File: config.mk
export PLATFORM = sky130hd
export DESIGN_NAME = ics_sample_fetch
export DESIGN_NICKNAME = d
export VERILOG_FILES = /design/src/rtl/ics_pkg.sv /design/src/rtl/ics_ulaw_dec.sv /design/src/rtl/ics_sample_fetch.sv
export SDC_FILE = /design/constraint.sdc
export NUM_CORES = 2
export LEC_CHECK = 0
export ABC_CLOCK_PERIOD_IN_PS = 20700
export CAP_MARGIN = 20
export CELL_PAD_IN_SITES_DETAIL_PLACEMENT = 2
export CELL_PAD_IN_SITES_GLOBAL_PLACEMENT = 2
export CORE_UTILIZATION = 50
export CTS_BUF_LIST = sky130_fd_sc_hd__clkbuf_2 sky130_fd_sc_hd__clkbuf_4 sky130_fd_sc_hd__clkbuf_8
export DETAILED_ROUTE_END_ITERATION = 7
export GPL_TIMING_DRIVEN = 0
export MAX_ROUTING_LAYER = met4
export PLACE_DENSITY = 0.8
export SETUP_SLACK_MARGIN = 0.4
export SLEW_MARGIN = 20
export SYNTH_ARGS = -nofsm -noshare
export SYNTH_HDL_FRONTEND = slang
export SYNTH_SLANG_ARGS = --single-unit
export TNS_END_PERCENT = 100
File: constraint.sdc
create_clock -name clk -period 20.7 [get_ports clk]
set_clock_uncertainty 0.2 [all_clocks]
set_input_delay 3.105 -clock clk [delete_from_list [all_inputs] [get_ports clk]]
set_output_delay 3.105 -clock clk [all_outputs]
set_load 0.1 [all_outputs]
File: src/rtl/ics_pkg.sv
// Shared types and constants for the ICS2115 sample fetch unit.
package ics_pkg;

  localparam int unsigned AddrW      = 24;
  localparam int unsigned LineOffW   = 3;
  localparam int unsigned TagW       = AddrW - LineOffW;
  localparam int unsigned SdramAddrW = 29;
  localparam int unsigned LineW      = 64;

  typedef enum logic [1:0] {
    FMT_PCM8  = 2'b00,
    FMT_PCM16 = 2'b01,
    FMT_ULAW  = 2'b10,
    FMT_RSVD  = 2'b11
  } fmt_e;

  typedef enum logic [2:0] {
    StIdle,
    StLookup,
    StReq,
    StWait,
    StResp
  } state_e;

  // Little-endian byte lane n of a cache line.
  function automatic logic [7:0] sel_byte(input logic [LineW-1:0] word, input logic [2:0] idx);
    return word[{idx, 3'b000} +: 8];
  endfunction

  function automatic logic [15:0] sel_half(input logic [LineW-1:0] word, input logic [1:0] idx);
    return word[{idx, 4'b0000} +: 16];
  endfunction

endpackage

File: src/rtl/ics_ulaw_dec.sv
// Combinational G.711 mu-law to signed 16-bit PCM decoder.
module ics_ulaw_dec (
  input  logic [7:0]  code_i,
  output logic [15:0] sample_o
);

  logic [7:0]  u;
  logic [2:0]  expo;
  logic [3:0]  mant;
  logic [15:0] biased;
  logic [15:0] mag;

  always_comb begin
    u        = ~code_i;
    expo     = u[6:4];
    mant     = u[3:0];
    // Largest biased value is 252 << 7 = 32256, so 16 bits never overflow.
    biased   = ({9'd0, mant, 3'b000} + 16'd132) << expo;
    mag      = biased - 16'd132;
    sample_o = u[7] ? (~mag + 16'd1) : mag;
  end

endmodule

File: src/rtl/ics_sample_fetch.sv
// Sample fetch unit: per-voice one-line cache in front of SDRAM, returns signed 16-bit PCM.
// Define ICS_ULAW_EN to decode format 10 as mu-law; otherwise it is treated as 8-bit linear.
module ics_sample_fetch
  import ics_pkg::*;
#(
  parameter int unsigned           VOICES     = 32,
  parameter logic [SdramAddrW-1:0] SDRAM_BASE = 29'h0800000
) (
  input  logic                       clk,
  input  logic                       reset,
  input  logic                       req_valid_i,
  output logic                       req_ready_o,
  input  logic [$clog2(VOICES)-1:0]  req_voice_i,
  input  logic [AddrW-1:0]           req_addr_i,
  input  logic [1:0]                 req_fmt_i,
  input  logic                       flush_i,
  output logic                       rsp_valid_o,
  output logic [15:0]                rsp_sample_o,
  output logic                       sdram_rd_o,
  output logic [SdramAddrW-1:0]      sdram_addr_o,
  input  logic [LineW-1:0]           sdram_dout_i,
  input  logic                       sdram_busy_i,
  input  logic                       sdram_dout_ready_i
);

  localparam int unsigned VoiceW = $clog2(VOICES);

  state_e                  state_q;
  logic [VoiceW-1:0]       voice_q;
  logic [AddrW-1:0]        addr_q;
  fmt_e                    fmt_q;
  logic                    flush_pend_q;
  logic                    flush_pend_d;
  logic [VOICES-1:0]       valid_q;
  logic [TagW-1:0]         tag_q  [VOICES];
  logic [LineW-1:0]        line_q [VOICES];

  logic                    req_ready_q;
  logic                    rsp_valid_q;
  logic [15:0]             rsp_sample_q;
  logic                    sdram_rd_q;
  logic [SdramAddrW-1:0]   sdram_addr_q;

  logic [LineW-1:0]        src_word;
  logic [7:0]              sel_b;
  logic [15:0]             sel_h;
  logic [15:0]             pcm8;
  logic [15:0]             ulaw_sample;
  logic [15:0]             sample;
  logic                    hit;
  logic [SdramAddrW-1:0]   line_addr;

  // On a fill the sample is extracted straight from the returning SDRAM word.
  always_comb begin
    src_word = (state_q == StWait) ? sdram_dout_i : line_q[voice_q];
    sel_b    = sel_byte(src_word, addr_q[2:0]);
    sel_h    = sel_half(src_word, addr_q[2:1]);
    pcm8     = {sel_b, 8'h00};
    unique case (fmt_q)
      FMT_PCM8: sample = pcm8;
      FMT_ULAW: sample = ulaw_sample;
      default:  sample = sel_h;
    endcase
  end

`ifdef ICS_ULAW_EN
  ics_ulaw_dec u_ulaw_dec (
    .code_i   (sel_b),
    .sample_o (ulaw_sample)
  );
`else
  assign ulaw_sample = pcm8;
`endif

  always_comb begin
    hit          = valid_q[voice_q] && (tag_q[voice_q] == addr_q[AddrW-1:LineOffW]);
    line_addr    = SDRAM_BASE + {{(SdramAddrW - AddrW){1'b0}},
                                 addr_q[AddrW-1:LineOffW], {LineOffW{1'b0}}};
    // A pending flush is consumed by the first idle cycle it sees.
    flush_pend_d = flush_i || (flush_pend_q && (state_q != StIdle));
  end

  always_ff @(posedge clk) begin
    if (!reset && (state_q == StWait) && sdram_dout_ready_i) begin
      line_q[voice_q] <= sdram_dout_i;
      tag_q[voice_q]  <= addr_q[AddrW-1:LineOffW];
    end
  end

  always_ff @(posedge clk) begin
    if (reset) begin
      state_q      <= StIdle;
      voice_q      <= '0;
      addr_q       <= '0;
      fmt_q        <= FMT_PCM8;
      flush_pend_q <= 1'b0;
      valid_q      <= '0;
      req_ready_q  <= 1'b0;
      rsp_valid_q  <= 1'b0;
      rsp_sample_q <= '0;
      sdram_rd_q   <= 1'b0;
      sdram_addr_q <= '0;
    end else begin
      rsp_valid_q  <= 1'b0;
      flush_pend_q <= flush_pend_d;
      case (state_q)
        StIdle: begin
          if (flush_pend_q) begin
            valid_q     <= '0;
            req_ready_q <= ~flush_pend_d;
          end else if (req_valid_i && req_ready_q) begin
            voice_q     <= req_voice_i;
            addr_q      <= req_addr_i;
            fmt_q       <= fmt_e'(req_fmt_i);
            req_ready_q <= 1'b0;
            state_q     <= StLookup;
          end else begin
            req_ready_q <= ~flush_pend_d;
          end
        end
        StLookup: begin
          if (hit) begin
            rsp_sample_q <= sample;
            rsp_valid_q  <= 1'b1;
            state_q      <= StResp;
          end else begin
            sdram_rd_q   <= 1'b1;
            sdram_addr_q <= line_addr;
            state_q      <= StReq;
          end
        end
        StReq: begin
          if (!sdram_busy_i) begin
            sdram_rd_q <= 1'b0;
            state_q    <= StWait;
          end
        end
        StWait: begin
          if (sdram_dout_ready_i) begin
            valid_q[voice_q] <= 1'b1;
            rsp_sample_q     <= sample;
            rsp_valid_q      <= 1'b1;
            state_q          <= StResp;
          end
        end
        StResp: begin
          req_ready_q <= ~flush_pend_d;
          state_q     <= StIdle;
        end
        default: state_q <= StIdle;
      endcase
    end
  end

  assign req_ready_o  = req_ready_q;
  assign rsp_valid_o  = rsp_valid_q;
  assign rsp_sample_o = rsp_sample_q;
  assign sdram_rd_o   = sdram_rd_q;
  assign sdram_addr_o = sdram_addr_q;

endmodule
==> results of run 1 <==
[Yosys cell counts, drive strengths merged (7+ instances only)]
library cell,number
a211oi,19
a21oi,120
a221oi,31
a22oi,127
a31oi,22
and2,14
and3,10
buf,214
clkbuf,90
dfxtp,112
edfxtp,2720
inv,7
mux2,38
mux2i,240
mux4,653
nand2,205
nand2b,13
nand3,61
nand4,8
nor2,146
nor2b,33
nor3,27
nor3b,7
o2111ai,8
o211ai,23
o21ai,55
o221ai,17
o22ai,45
or2,11
or3,8
xnor2,10
xor2,10
[kinds of logic after synthesis]
| kind of cell | after synthesis |
|---|---|
| flops | 2832 |
| mux | 931 |
| simple gates | 561 |
| compound gates | 528 |
| buf+inv | 312 |
| xor+xnor | 20 |
| other cells | 1 |
[metrics by stage]
| stage | setup TNS [ns] | worst slack, ns |
|---|---|---|
| after global placement | -194.67 | -2.35 |
| after floorplan | 0 | 10.47 |
==> reports/qor.yml, run 1 <==
floorplan:
  die_h_um: 471
  fp.dieW_um: 471
  initial_core_util_pct: 50.4
  io_pins: 149
  num_rows: 171
synth:
  avgSynthCellArea_um2: 21.2
  async_flop_share_pct: 0
  syn_area_mm2: 0.110
  yosysSeqAreaShare_pct: 76.4
  synth-xor-area-share_pct: 0.159
  synth_top_area_share_pct: 74.3
  muxShareOfSynthArea_pct: 16.0
  synth-seq-cells: 2832
  synth.top_cells.by_area: "edfxtp_1 (74%), mux4_2 (13%), mux2i_1 (2.2%)"
  synth_cells: 5185
  ys_types: 87
  synth_top_area_cell: "edfxtp_1"
  synthAdderAreaFrac_pct: 0
  synth_ff_type: "edfxtp_1"
  synth_top_family_by_area: "multiplexers"
  synth_simple_gate_area_share_pct: 2.35
  synth-compound-area-share_pct: 3.32
  yosysWarnings: 0
  synth-edff-count: 2720
run_status:
  haltStage: "detailed placement (3_5_place_dp)"
  status: "did not finish"
  error_line: "[ERROR DPL-0033] detailed placement checks failed during check placement."
placement:
  gp_congestion: 0.855
  dp_hpwl_mm: 344
  placement.io_buffers: 140
==> inputs of run 2 (changes only) <==
==> config.mk (replaced) <==
export PLATFORM = sky130hd
export DESIGN_NAME = ics_sample_fetch
export DESIGN_NICKNAME = d
export VERILOG_FILES = /design/src/rtl/ics_pkg.sv /design/src/rtl/ics_ulaw_dec.sv /design/src/rtl/ics_sample_fetch.sv
export SDC_FILE = /design/constraint.sdc
export NUM_CORES = 2
export LEC_CHECK = 0
export ABC_CLOCK_PERIOD_IN_PS = 20700
export CAP_MARGIN = 20
export CORE_UTILIZATION = 35
export DETAILED_ROUTE_END_ITERATION = 7
export GPL_TIMING_DRIVEN = 0
export PLACE_DENSITY_LB_ADDON = 0.15
export SLEW_MARGIN = 20
export SYNTH_ARGS = -nofsm -noshare
export SYNTH_HDL_FRONTEND = slang
export SYNTH_SLANG_ARGS = --single-unit
export TNS_END_PERCENT = 100
==> run 2 against run 1 <==
Synthesized cell count unchanged. Area after synthesis unchanged. The flow now finishes without violations.
==> reports/qor.yml, run 2 <==
cts:
  path_clk_slew_ns: 0.06
  insertion_delay_ns: 0.89
  cts_sinks: 2832
  cts_tree: "built"
  clk_path_buf_depth: 4
  post_cts.repair.setup_buffers: 0
  cts.repair.resized: 0
  postCtsHoldBufs: 0
  cts_buffers: 308
  htreeDepth: 5
  clockRootBuffer: "clkbuf_16"
power:
  powerDensity_mw_per_mm2: 91.1
  p_leak_uw: 0.0420
  power_uw: 12100
  ir_worst_vdd_v: 0.0000652
final_layout:
  finish.utilization_pct: 42.4
  final_common_cell: "edfxtp_1"
  largest-register: "line_q"
  largest_reg_flops: 2048
  areaGrowthSynthToFinish_pct: 20.6
  nets: 6034
  final_cell_mix: "edfxtp_1 (2,720), mux4_2 (641), clkbuf_16 (315), mux2i_1 (240), nand2_1 (205)"
  drive_gt1_share_pct: 28.5
  biggestRegsByFlops: "line_q (2048), tag_q (672), valid_q (32)"
sta:
  drv_slew: 0
  finalCriticalPeriod_ns: 6.97
  setup_viol: 0
  max_freq_mhz: 143
  slew_headroom_pct: 17.4
  tightest_slew_ns: 1.24
  period_share_pct: 33.7
  rsz0062_at_grt: "false"
  hold_viol: 0
synth:
  yosysMostFrequentCell: "edfxtp_1"  # unchanged
  ys_types: 87  # unchanged
  yosysWarnings: 0  # unchanged
  synth_top_area_cell: "edfxtp_1"  # unchanged
  synth_ff_type: "edfxtp_1"  # unchanged
  synth-seq-cells: 2832  # unchanged
  synth.top_cells.by_area: "edfxtp_1 (74%), mux4_2 (13%), mux2i_1 (2.2%)"  # unchanged
  async_flop_share_pct: 0  # unchanged
  synth_common_cells: "edfxtp_1 (2,720), mux4_2 (641), mux2i_1 (240)"  # unchanged
  avgSynthCellArea_um2: 21.2  # unchanged
  yosysSeqAreaShare_pct: 76.4  # unchanged
  synth_cells: 5185  # unchanged
  synth_top_area_share_pct: 74.3  # unchanged
  syn_area_mm2: 0.110  # unchanged
  synth-edff-count: 2720  # unchanged
placement:
  placement.io_buffers: 140  # unchanged
  dp_hpwl_mm: 288  # was 344 mm
  gp_congestion: 0.815  # was 0.855
worst_hold_path:
  hold_class: "reg2reg"
route:
  wl_mm: 418
  drcViolationCount: 0
  vias: 60835
  viasPerCell: 5.90
  dr.pass1.iters: 7
  wl_per_cell_um: 40.5
  ant_nets: 0
  first_iter_violations: 9106
grt:
  first_global_vias: 58956
  grt_pass1_wl_mm: 551
  grt_max_degree: 40
  grt_overflow: 0
  gr-usage-all-layers_pct: 26.1
  antenna_found_initial: 38
setup_path:
  path_max_fanout: 10
  path_class: "reg2reg"
  critical_path_arrival_ns: 7.56
  worst_ep_required_time_ns: 21.29
  setup.worst_path.end_class: "register"
  startpoint_type: "register"
floorplan:
  dieArea_mm2: 0.316
  num_rows: 205  # was 171
  core_area_mm2: 0.312
  die_h_um: 562  # was 471 µm
  fp.dieW_um: 562  # was 471 µm
  initial_core_util_pct: 35.2  # was 50.4%
  io_pins: 149  # unchanged
job:
  drv_cap: 0
run_status:
  status: "complete, no violations"  # was did not finish
## run 2: cell counts after synthesis
Identical to the previous run, type by type.
## run 2: routing by layer
layer / vias to the layer above / GRT usage (%) / routed length (µm)
met4: 20 / 8.78 / 16100
met5: - / 0 / 110
met2: 3289 / 42.8 / 200000
li1: 23321 / - / -
met1: 33556 / 35.4 / 168000
met3: 649 / 4.37 / 33800
## run 2: stage by stage
stage          area, µm²  hold slack [ns]  instances  setup TNS [ns]  setup WS (ns)
2_1_floorplan     110000            0.231       5191               0          10.47
3_3_place_gp      116000            0.242       9471         -313.65          -3.75
3_5_place_dp      123000            0.250       9763               0          12.93
4_1_cts           133000            0.258      10310               0          13.72
5_1_grt           132000            0.277      10311               0          13.73
6_report          132000            0.254      10318               0          13.73
## run 2: cell type report
| cell class | instances | area, µm² |
|---|---|---|
| diodes | 8 | 20.0 |
| plain buffers | 304 | 1980 |
| clock buffers | 409 | 8300 |
| clock inverters | 138 | 1150 |
| fillers | 26933 | 180000 |
| inverters | 8 | 30.0 |
| multi-input cells | 2047 | 24300 |
| flip-flops and latches | 2832 | 83900 |
| well taps | 4140 | 5180 |
| repair buffers | 432 | 7550 |
## run 2: where the power goes
part / internal, µW / switching (µW)
clock: 3010 / 2290
sequential: 6270 / 17.4
combinational: 145 / 332
## run 2: critical path, cell delays in order (launching register included)
cell and delay [ns]:
dfxtp_1 0.33, buf_2 0.21, inv_1 0.29, buf_2 0.40, buf_2 0.54, buf_4 0.39, buf_2 0.58, buf_2 0.78
buf_2 0.96, mux2i_1 0.23, a21oi_2 0.73, a31oi_1 0.25, a2111oi_1 0.75, a32o_1 0.20
## run 2: path summary, 6_finish.rpt
kind                    from  slack [ns]          endpoint  cells after the start
max                 register       13.73  rsp_sample_o[14]                     13
min          sdram_addr_o[5]        0.25   sdram_addr_o[5]                      2
max reg2reg         register       13.73  rsp_sample_o[14]                     13
min reg2reg  sdram_addr_o[5]        0.25   sdram_addr_o[5]                      2
## run 2: cell families after synthesis
logic type             Yosys count  synth area share [%]
flip-flops                    2832                  76.4
multiplexers                   931                  16.0
AND/OR/NAND/NOR                561                  2.35
AO/OA/AOI/OAI                  528                  3.32
buffers and inverters          312                  1.78
XOR/XNOR                        20                 0.159
other                            1               0.00341
Power figures use the tool's default switching activity.
